**src/rtl/mc_cpu.sv**
```systemverilog
// mc_cpu: multi-cycle core for the ADDI/ADD/SUB/LW/SW/BNE/JAL subset of RV32I.
// Define MC_CPU_PERF_CNT_EN to add 64-bit cycle and retired-instruction counters.
module mc_cpu #(
  parameter int              XLEN        = 32,
  parameter int              NUM_REGS    = 32,
  parameter logic [XLEN-1:0] RESET_PC    = '0,
  parameter int              MEM_TIMEOUT = 15
) (
  input  logic            clk_i,
  input  logic            rst_i,
  input  logic            halt_i,
  output logic            imem_req_o,
  output logic [XLEN-1:0] imem_addr_o,
  input  logic            imem_valid_i,
  input  logic [31:0]     imem_rdata_i,
  output logic            dmem_req_o,
  output logic            dmem_we_o,
  output logic [XLEN-1:0] dmem_addr_o,
  output logic [XLEN-1:0] dmem_wdata_o,
  input  logic            dmem_valid_i,
  input  logic [XLEN-1:0] dmem_rdata_i,
  output logic            error_o,
  output logic            halted_o
`ifdef MC_CPU_PERF_CNT_EN
  ,
  output logic [63:0]     cycle_cnt_o,
  output logic [63:0]     instret_cnt_o
`endif
);

  localparam int              RIDX = $clog2(NUM_REGS);
  localparam int              CW   = $clog2(MEM_TIMEOUT + 1);
  localparam logic [CW-1:0]   TMO  = CW'(MEM_TIMEOUT);
  localparam logic [5:0]      NREG = 6'(NUM_REGS);
  localparam logic [XLEN-1:0] FOUR = XLEN'(4);

  typedef enum logic [2:0] {ST_FETCH, ST_EXEC, ST_MEM, ST_HALT, ST_ERROR} state_t;

  state_t          r_state, w_nextState;
  logic [XLEN-1:0] r_pc, r_memAddr, r_storeData;
  logic [31:0]     r_instr;
  logic [CW-1:0]   r_waitCnt;
  logic [XLEN-1:0] r_regs [NUM_REGS];

  logic [6:0]      w_opcode, w_f7;
  logic [4:0]      w_rd, w_rs1, w_rs2;
  logic [2:0]      w_f3;
  logic            w_isAddi, w_isR, w_isLoad, w_isStore, w_isBne, w_isJal, w_legal;
  logic            w_useRd, w_useRs1, w_useRs2, w_badReg;
  logic [XLEN-1:0] w_rs1Val, w_rs2Val, w_immI, w_immS, w_immB, w_immJ;
  logic [XLEN-1:0] w_memAddr, w_pcPlus4, w_aluRes, w_execNextPc, w_rdData;
  logic            w_latchInstr, w_pcLoad, w_memLatch, w_rdWe, w_waitInc, w_retire;

  assign w_opcode = r_instr[6:0];
  assign w_rd     = r_instr[11:7];
  assign w_f3     = r_instr[14:12];
  assign w_rs1    = r_instr[19:15];
  assign w_rs2    = r_instr[24:20];
  assign w_f7     = r_instr[31:25];

  assign w_isAddi  = (w_opcode == 7'b0010011) && (w_f3 == 3'b000);
  assign w_isR     = (w_opcode == 7'b0110011) && (w_f3 == 3'b000) &&
                     ((w_f7 == 7'b0000000) || (w_f7 == 7'b0100000));
  assign w_isLoad  = (w_opcode == 7'b0000011) && (w_f3 == 3'b010);
  assign w_isStore = (w_opcode == 7'b0100011) && (w_f3 == 3'b010);
  assign w_isBne   = (w_opcode == 7'b1100011) && (w_f3 == 3'b001);
  assign w_isJal   = (w_opcode == 7'b1101111);
  assign w_legal   = w_isAddi | w_isR | w_isLoad | w_isStore | w_isBne | w_isJal;

  // Only the register fields an instruction actually uses are range-checked
  assign w_useRd  = w_isAddi | w_isR | w_isLoad | w_isJal;
  assign w_useRs1 = w_isAddi | w_isR | w_isLoad | w_isStore | w_isBne;
  assign w_useRs2 = w_isR | w_isStore | w_isBne;
  assign w_badReg = (w_useRd  && ({1'b0, w_rd}  >= NREG)) ||
                    (w_useRs1 && ({1'b0, w_rs1} >= NREG)) ||
                    (w_useRs2 && ({1'b0, w_rs2} >= NREG));

  assign w_rs1Val = (w_rs1 == 5'd0) ? '0 : r_regs[w_rs1[RIDX-1:0]];
  assign w_rs2Val = (w_rs2 == 5'd0) ? '0 : r_regs[w_rs2[RIDX-1:0]];

  assign w_immI = {{(XLEN-12){r_instr[31]}}, r_instr[31:20]};
  assign w_immS = {{(XLEN-12){r_instr[31]}}, r_instr[31:25], r_instr[11:7]};
  assign w_immB = {{(XLEN-13){r_instr[31]}}, r_instr[31], r_instr[7],
                   r_instr[30:25], r_instr[11:8], 1'b0};
  assign w_immJ = {{(XLEN-21){r_instr[31]}}, r_instr[31], r_instr[19:12],
                   r_instr[20], r_instr[30:21], 1'b0};

  assign w_memAddr    = w_rs1Val + (w_isStore ? w_immS : w_immI);
  assign w_pcPlus4    = r_pc + FOUR;
  assign w_aluRes     = w_isJal      ? w_pcPlus4 :
                        w_isAddi     ? w_rs1Val + w_immI :
                        r_instr[30]  ? w_rs1Val - w_rs2Val : w_rs1Val + w_rs2Val;
  assign w_execNextPc = w_isJal                          ? r_pc + w_immJ :
                        (w_isBne && (w_rs1Val != w_rs2Val)) ? r_pc + w_immB : w_pcPlus4;

  always_comb begin
    w_nextState  = r_state;
    w_latchInstr = 1'b0;
    w_pcLoad     = 1'b0;
    w_memLatch   = 1'b0;
    w_rdWe       = 1'b0;
    w_rdData     = w_aluRes;
    w_waitInc    = 1'b0;
    w_retire     = 1'b0;
    case (r_state)
      ST_FETCH: begin
        if (imem_valid_i) begin
          w_latchInstr = 1'b1;
          w_nextState  = ST_EXEC;
        end else if (halt_i && (r_waitCnt == '0)) begin
          w_nextState = ST_HALT;
        end else if (r_waitCnt == TMO) begin
          w_nextState = ST_ERROR;
        end else begin
          w_waitInc = 1'b1;
        end
      end
      ST_EXEC: begin
        if (!w_legal || w_badReg) begin
          w_nextState = ST_ERROR;
        end else if (w_isLoad || w_isStore) begin
          if (w_memAddr[1:0] != 2'b00) begin
            w_nextState = ST_ERROR;
          end else begin
            w_memLatch  = 1'b1;
            w_pcLoad    = 1'b1;
            w_nextState = ST_MEM;
          end
        end else if (w_execNextPc[1:0] != 2'b00) begin
          w_nextState = ST_ERROR;
        end else begin
          w_pcLoad    = 1'b1;
          w_rdWe      = !w_isBne;
          w_retire    = 1'b1;
          w_nextState = halt_i ? ST_HALT : ST_FETCH;
        end
      end
      ST_MEM: begin
        if (dmem_valid_i) begin
          w_rdWe      = w_isLoad;
          w_rdData    = dmem_rdata_i;
          w_retire    = 1'b1;
          w_nextState = halt_i ? ST_HALT : ST_FETCH;
        end else if (r_waitCnt == TMO) begin
          w_nextState = ST_ERROR;
        end else begin
          w_waitInc = 1'b1;
        end
      end
      ST_HALT: begin
        if (!halt_i) w_nextState = ST_FETCH;
      end
      ST_ERROR: w_nextState = ST_ERROR;
      default:  w_nextState = ST_ERROR;
    endcase
  end

  always_ff @(posedge clk_i or posedge rst_i) begin
    if (rst_i) begin
      r_state     <= ST_FETCH;
      r_pc        <= RESET_PC;
      r_instr     <= '0;
      r_memAddr   <= '0;
      r_storeData <= '0;
      r_waitCnt   <= '0;
      for (int i = 0; i < NUM_REGS; i++) r_regs[i] <= '0;
    end else begin
      r_state   <= w_nextState;
      r_waitCnt <= w_waitInc ? r_waitCnt + 1'b1 : '0;
      if (w_latchInstr) r_instr <= imem_rdata_i;
      if (w_pcLoad) r_pc <= w_execNextPc;
      if (w_memLatch) begin
        r_memAddr   <= w_memAddr;
        r_storeData <= w_rs2Val;
      end
      if (w_rdWe && (w_rd != 5'd0)) r_regs[w_rd[RIDX-1:0]] <= w_rdData;
    end
  end

  // Fetch request is masked during reset because the reset state is FETCH
  assign imem_req_o   = (r_state == ST_FETCH) && !rst_i;
  assign imem_addr_o  = r_pc;
  assign dmem_req_o   = (r_state == ST_MEM);
  assign dmem_we_o    = (r_state == ST_MEM) && w_isStore;
  assign dmem_addr_o  = r_memAddr;
  assign dmem_wdata_o = r_storeData;
  assign error_o      = (r_state == ST_ERROR);
  assign halted_o     = (r_state == ST_HALT);

`ifdef MC_CPU_PERF_CNT_EN
  logic [63:0] r_cycleCnt, r_instretCnt;

  always_ff @(posedge clk_i or posedge rst_i) begin
    if (rst_i) begin
      r_cycleCnt   <= '0;
      r_instretCnt <= '0;
    end else begin
      if ((r_state != ST_HALT) && (r_state != ST_ERROR)) r_cycleCnt <= r_cycleCnt + 64'd1;
      if (w_retire) r_instretCnt <= r_instretCnt + 64'd1;
    end
  end

  assign cycle_cnt_o   = r_cycleCnt;
  assign instret_cnt_o = r_instretCnt;
`endif

endmodule

```
**config.mk**
```make
export PLATFORM = sky130hd
export DESIGN_NAME = mc_cpu
export DESIGN_NICKNAME = d
export VERILOG_FILES = /design/src/rtl/mc_cpu.sv
export SDC_FILE = /design/constraint.sdc
export NUM_CORES = 2
export LEC_CHECK = 0
export CAP_MARGIN = 20
export CORE_MARGIN = 8
export CORE_UTILIZATION = 50
export DETAILED_ROUTE_END_ITERATION = 8
export MAX_ROUTING_LAYER = met4
export PLACE_DENSITY = 0.78
export SLEW_MARGIN = 20
export SYNTH_ARGS = -nofsm -noshare
export SYNTH_HDL_FRONTEND = slang
export SYNTH_SLANG_ARGS = --single-unit
```
**constraint.sdc**
```tcl
create_clock -name clk_i -period 55.7 [get_ports clk_i]
set_input_delay 16.71 -clock clk_i [delete_from_list [all_inputs] [get_ports clk_i]]
set_output_delay 16.71 -clock clk_i [all_outputs]
set_load 0.02 [all_outputs]
```
After elaboration in Yosys (flattened, before gate mapping)
Cells that the tools add are included.
Word-level totals
  output and inout port bits: 101
  flip-flop bits (word level): 1159
  word-level logic and storage cells: 150
Cells by class
  bitwise gates (word level): 8
  $add $sub $neg: 8
  muxes and demuxes: 51
  magnitude comparators: 4
  equality and inequality tests: 16
  reductions and logical operators: 25
Operators by type and width (number)
  $bwmux W1024: 1
  $mux W32: 14
  $bmux W32 S5: 2
  $add A32 B32 Y32: 5
  $demux W32 S5: 1
  $add A32 B3 Y32 const B: 1
  $ne A32 B32 Y1: 1
  $sub A32 B32 Y32: 1
  $mux W3: 9
  $eq A7 B6 Y1 const B: 3
  $ge A6 B6 Y1 const B: 3
  $mux W1: 18
  $not A5 Y6: 3
  $eq A7 B7 Y1 const B: 2
  $logic_and A1 B1 Y1: 12
  $pmux W3 S4: 1
  $logic_not A5 Y1: 2
  $eq A3 B2 Y1 const B: 3
  $eq A7 B2 Y1 const B: 1
  $eq A7 B5 Y1 const B: 1
  $logic_not A7 Y1: 1
  $eq A3 B1 Y1 const B: 2
  $logic_not A3 Y1: 2
  $lt A6 B1 Y1 const B: 1
  other kinds (14): 22

Logic depth before layout (Yosys ltp)
  word-level depth: 15
  gate-level depth with buffers: 27
  mapped depth without buffers: 21

Worst setup path before layout
OpenSTA, ideal clock, no wires.
  path kind: in2out
  start: in rst_i
  end: out imem_req_o
  required time: 38.990 ns
  setup slack: 21.653 ns
  buffers on the path: 0
  stages: 1
  data arrival time: 17.337 ns
  path through: nor4_1
On the way
  longest elaborated chain between the ends: 2
RTL lines
  start, declared: RTL line 10  | input logic rst_i,
  $logic_not A1 Y1: RTL line 181  | assign imem_req_o = (r_state == ST_FETCH) && !rst_i;
  $logic_and A1 B1 Y1: RTL line 181
  end, declared: RTL line 12  | output logic imem_req_o,
No other way between the ends.

Worst setup path after layout
Ends and elaborated chain as after synthesis.

==> impl_metrics.py <==
metrics = {
    "outcome": {
        "status": "complete, no violations",
    },
    "synth": {
        "synth_top_cells_by_area": "dfrtp_1, mux4_2, o21ai_0, mux2i_1, mux2_2",
        "synthAdderAreaFrac_pct": 2.64,
        "muxShareOfSynthArea_pct": 22.6,
        "synth_edf_count": 0,
        "synth_top_area_cell": "dfrtp_1",
        "synth_top_area_share_pct": 40.9,
        "synth_top_family_by_area": "multiplexers",
        "synth_xor_area_share_pct": 2.06,
        "ys.flop_type": "dfrtp_1",
        "synth_compound_area_share_pct": 16.1,
        "ys_seq_area_share_pct": 40.9,
        "synth_nets": 7192,
        "ys_seq_elements": 1158,
        "synth_cells": 6983,
        "async_flop_share_pct": 100,
        "synth.avg_cell_area_um2": 10.1,
        "synth_simple_gate_area_share_pct": 11.3,
        "ys_types": 103,
        "synth-warning-count": 0,
        "syn_area_um2": 70800,
    },
    "timing": {
        "fmaxAchievable_mhz": 28.7,
        "hold_viol": 0,
        "setup_viol": 0,
        "fin_setup_tns_ps": 0,
        "slew_viol_final": 0,
        "fin_ws_ps": 20860,
        "max-slew-margin-rel_pct": 20.7,
        "rsz0062_at_grt": "false",
        "min_period_over_period_pct": 62.6,
        "fin_skew_ps": 44.4,
        "tightest_slew_ps": 1180,
        "period_needed_ps": 34840,
    },
    "placed_design": {
        "gp_congestion": 1.04,
        "port_buffers": 168,
        "pre_cts_ws_ps": 20870,
        "hpwl_mm": 165,
        "placed_area_um2": 73900,
    },
    "drt": {
        "wl_mm": 250,
        "ant_nets": 0,
        "wl_per_cell_um": 28.3,
        "drc": 0,
        "drt_iter0_drc": 8713,
        "dr.pass1.iters": 7,
        "avgViaCountPerCell": 6.88,
        "vias": 60700,
    },
    "cts": {
        "postCtsSetupBuffers": 0,
        "ctsResizeCount": 0,
        "cts.path.max_buffers": 3,
        "clock_sinks": 1158,
        "cts_buffers": 113,
        "cts_tree": "done",
        "cts.hold.buffers_added": 0,
        "cts-root-buf": "clkbuf_16",
        "htreeDepth": 3,
        "clock_latency_ps": 780,
        "clk_pin_slew_ps": 70,
    },
    "global_route": {
        "first_global_vias": 59000,
        "grt_overflow": 0,
        "grt_start_max_net_pins": 189,
        "antenna_found_initial": 6,
        "grt_first_pass_wirelength_mm": 371,
        "track_usage_pct": 32.4,
    },
    "critical_path": {
        "required_ps": 38990,
        "crit_family": "buffers and inverters",
        "crit_top_cell": "clkdlybuf4s50_1",
        "cp_max_fo": 2,
        "crit_path_end_kind": "output pin",
        "cp_slowest_cell": "clkdlybuf4s50_1",
        "crit_path_max_incr_delay_ps": 660,
        "cp.arrival_ps": 18130,
        "cp-start-kind": "input pin",
        "criticalPathCategory": "in -> out",
        "cp_num_buf_inv": 2,
        "path_cells": "clkdlybuf4s50_1, nor4_1, clkdlybuf4s50_1",
    },
    "floorplan": {
        "core_um2": 141000,
        "num_io_pins": 170,
        "die_w_um": 392,
        "rows": 138,
        "dieArea_um2": 154000,
        "die_height_um": 392,
        "initial_core_util_pct": 50.2,
    },
    "power": {
        "p_leak_nw": 32.6,
        "total_power_mw": 4.57,
        "powerDensity_nw_per_um2": 58.5,
        "ir_drop_uv": 112,
    },
    "cells_and_area": {
        "synthToLayoutAreaGrowth_pct": 10.3,
        "layout-drive-gt1-share_pct": 17.3,
        "final_nets": 7031,
        "most-common-layout-cells": "dfrtp_1, nand2_1, o21ai_0, nor2_1, a21oi_1",
        "final_area_um2": 78100,
        "mostFrequentLayoutCell": "dfrtp_1",
    },
    "worst_hold_path": {
        "hold_class": "reg -> reg",
    },
    "run": {
        "cap_viol_max_count": 0,
    },
}
[state kept, by name, summed over array words and instances, names as in the netlist]
signal / flops
r_state: 3
dmem_addr_o: 32
imem_addr_o: 31
r_regs: 1024
r_instr: 32
r_waitCnt: 4
dmem_wdata_o: 32
[layout make-up]
type                            count  area [um^2]
Antenna cell                        6         15.0
Sequential cell                  1158        29000
Clock buffer                      157         3300
Multi-Input combinational cell   5085        39000
Fill cell                       11700        63000
Inverter                          116          443
Tap cell                         1890         2360
Clock inverter                     57          813
Timing Repair Buffer              348         3150
[metal layers]
metal	part of all wire [%]	vias up	track usage, %
li1	-	25300	-
met3	12	1150	8.09
met5	0	-	-
met1	36	29800	40.2
met4	7.7	0	20.6
met2	44	4397	47.6
[final timing paths]
check | from | end | slack [ps] | cells past startpoint
min | r_regs[1005] | r_regs[1005] | 380 | 0
min in group asynchronous | rst_i | r_instr[7] | 16500 | 2
max reg2reg | r_instr[16] | r_regs[283] | 45380 | 19
min reg2reg | r_regs[1005] | r_regs[1005] | 380 | 0
max in group asynchronous | rst_i | r_regs[89] | 35710 | 5
max | rst_i | imem_req_o | 20860 | 3
[worst register-to-register path, cell delays in order (launching register included)]
cell     delay [ps]
dfrtp_4         880
buf_4           800
buf_4           720
buf_4           700
mux4_2          610
mux4_2          500
mux2i_1         410
nor2_1          240
ha_1            600
nor3b_1         320
nand4_1         270
or4_1           650
nor4_2          290
a41oi_4         160
buf_4           300
mux2i_2         850
o41a_1          850
nor2_2          360
buf_4           340
mux2_1          350
[power by group]
group          internal, mW  total, mW  leakage [nW]  switching [mW]
logic                 0.830       2.77          15.4            1.94
clock network         0.494      0.853          2.00           0.359
registers             0.855      0.943          15.2          0.0874
[per-stage QoR]
stage | std cells | util (%) | hold slack (ps)
2_1_floorplan | 6983 | - | 425
3_3_place_gp | 8595 | 52.4 | 360
3_5_place_dp | 8595 | 52.4 | 364
4_1_cts | 8809 | 55.3 | 381
5_1_grt | 8816 | 55.3 | 386
6_report | 8817 | 55.3 | 384
[cell families (layout without fill, tap and decap cells)]
group,Yosys count,count (layout)
compound gates,1935,1935
xor+xnor,166,166
fa+ha+maj,147,147
buf+inv,740,678
flops,1158,1158
mux,1054,1054
other cells,1,7
simple gates,1782,1782
[cell usage after synthesis (all sizes together), types with 33 or more instances]
| master | instances |
|---|---|
| xor2 | 51 |
| a22oi | 54 |
| and2 | 36 |
| clkbuf | 453 |
| nor3b | 36 |
| buf | 167 |
| o21ai | 791 |
| o221ai | 59 |
| xnor2 | 115 |
| a211oi | 33 |
| nand2 | 834 |
| nor2 | 518 |
| inv | 111 |
| nor3 | 82 |
| mux2i | 340 |
| a31oi | 177 |
| o22ai | 69 |
| mux2 | 313 |
| ha | 134 |
| a21oi | 454 |
| mux4 | 401 |
| nand3 | 80 |
| dfrtp | 1158 |
| a21o | 70 |
Note: power is estimated with default switching activity, not from simulation.
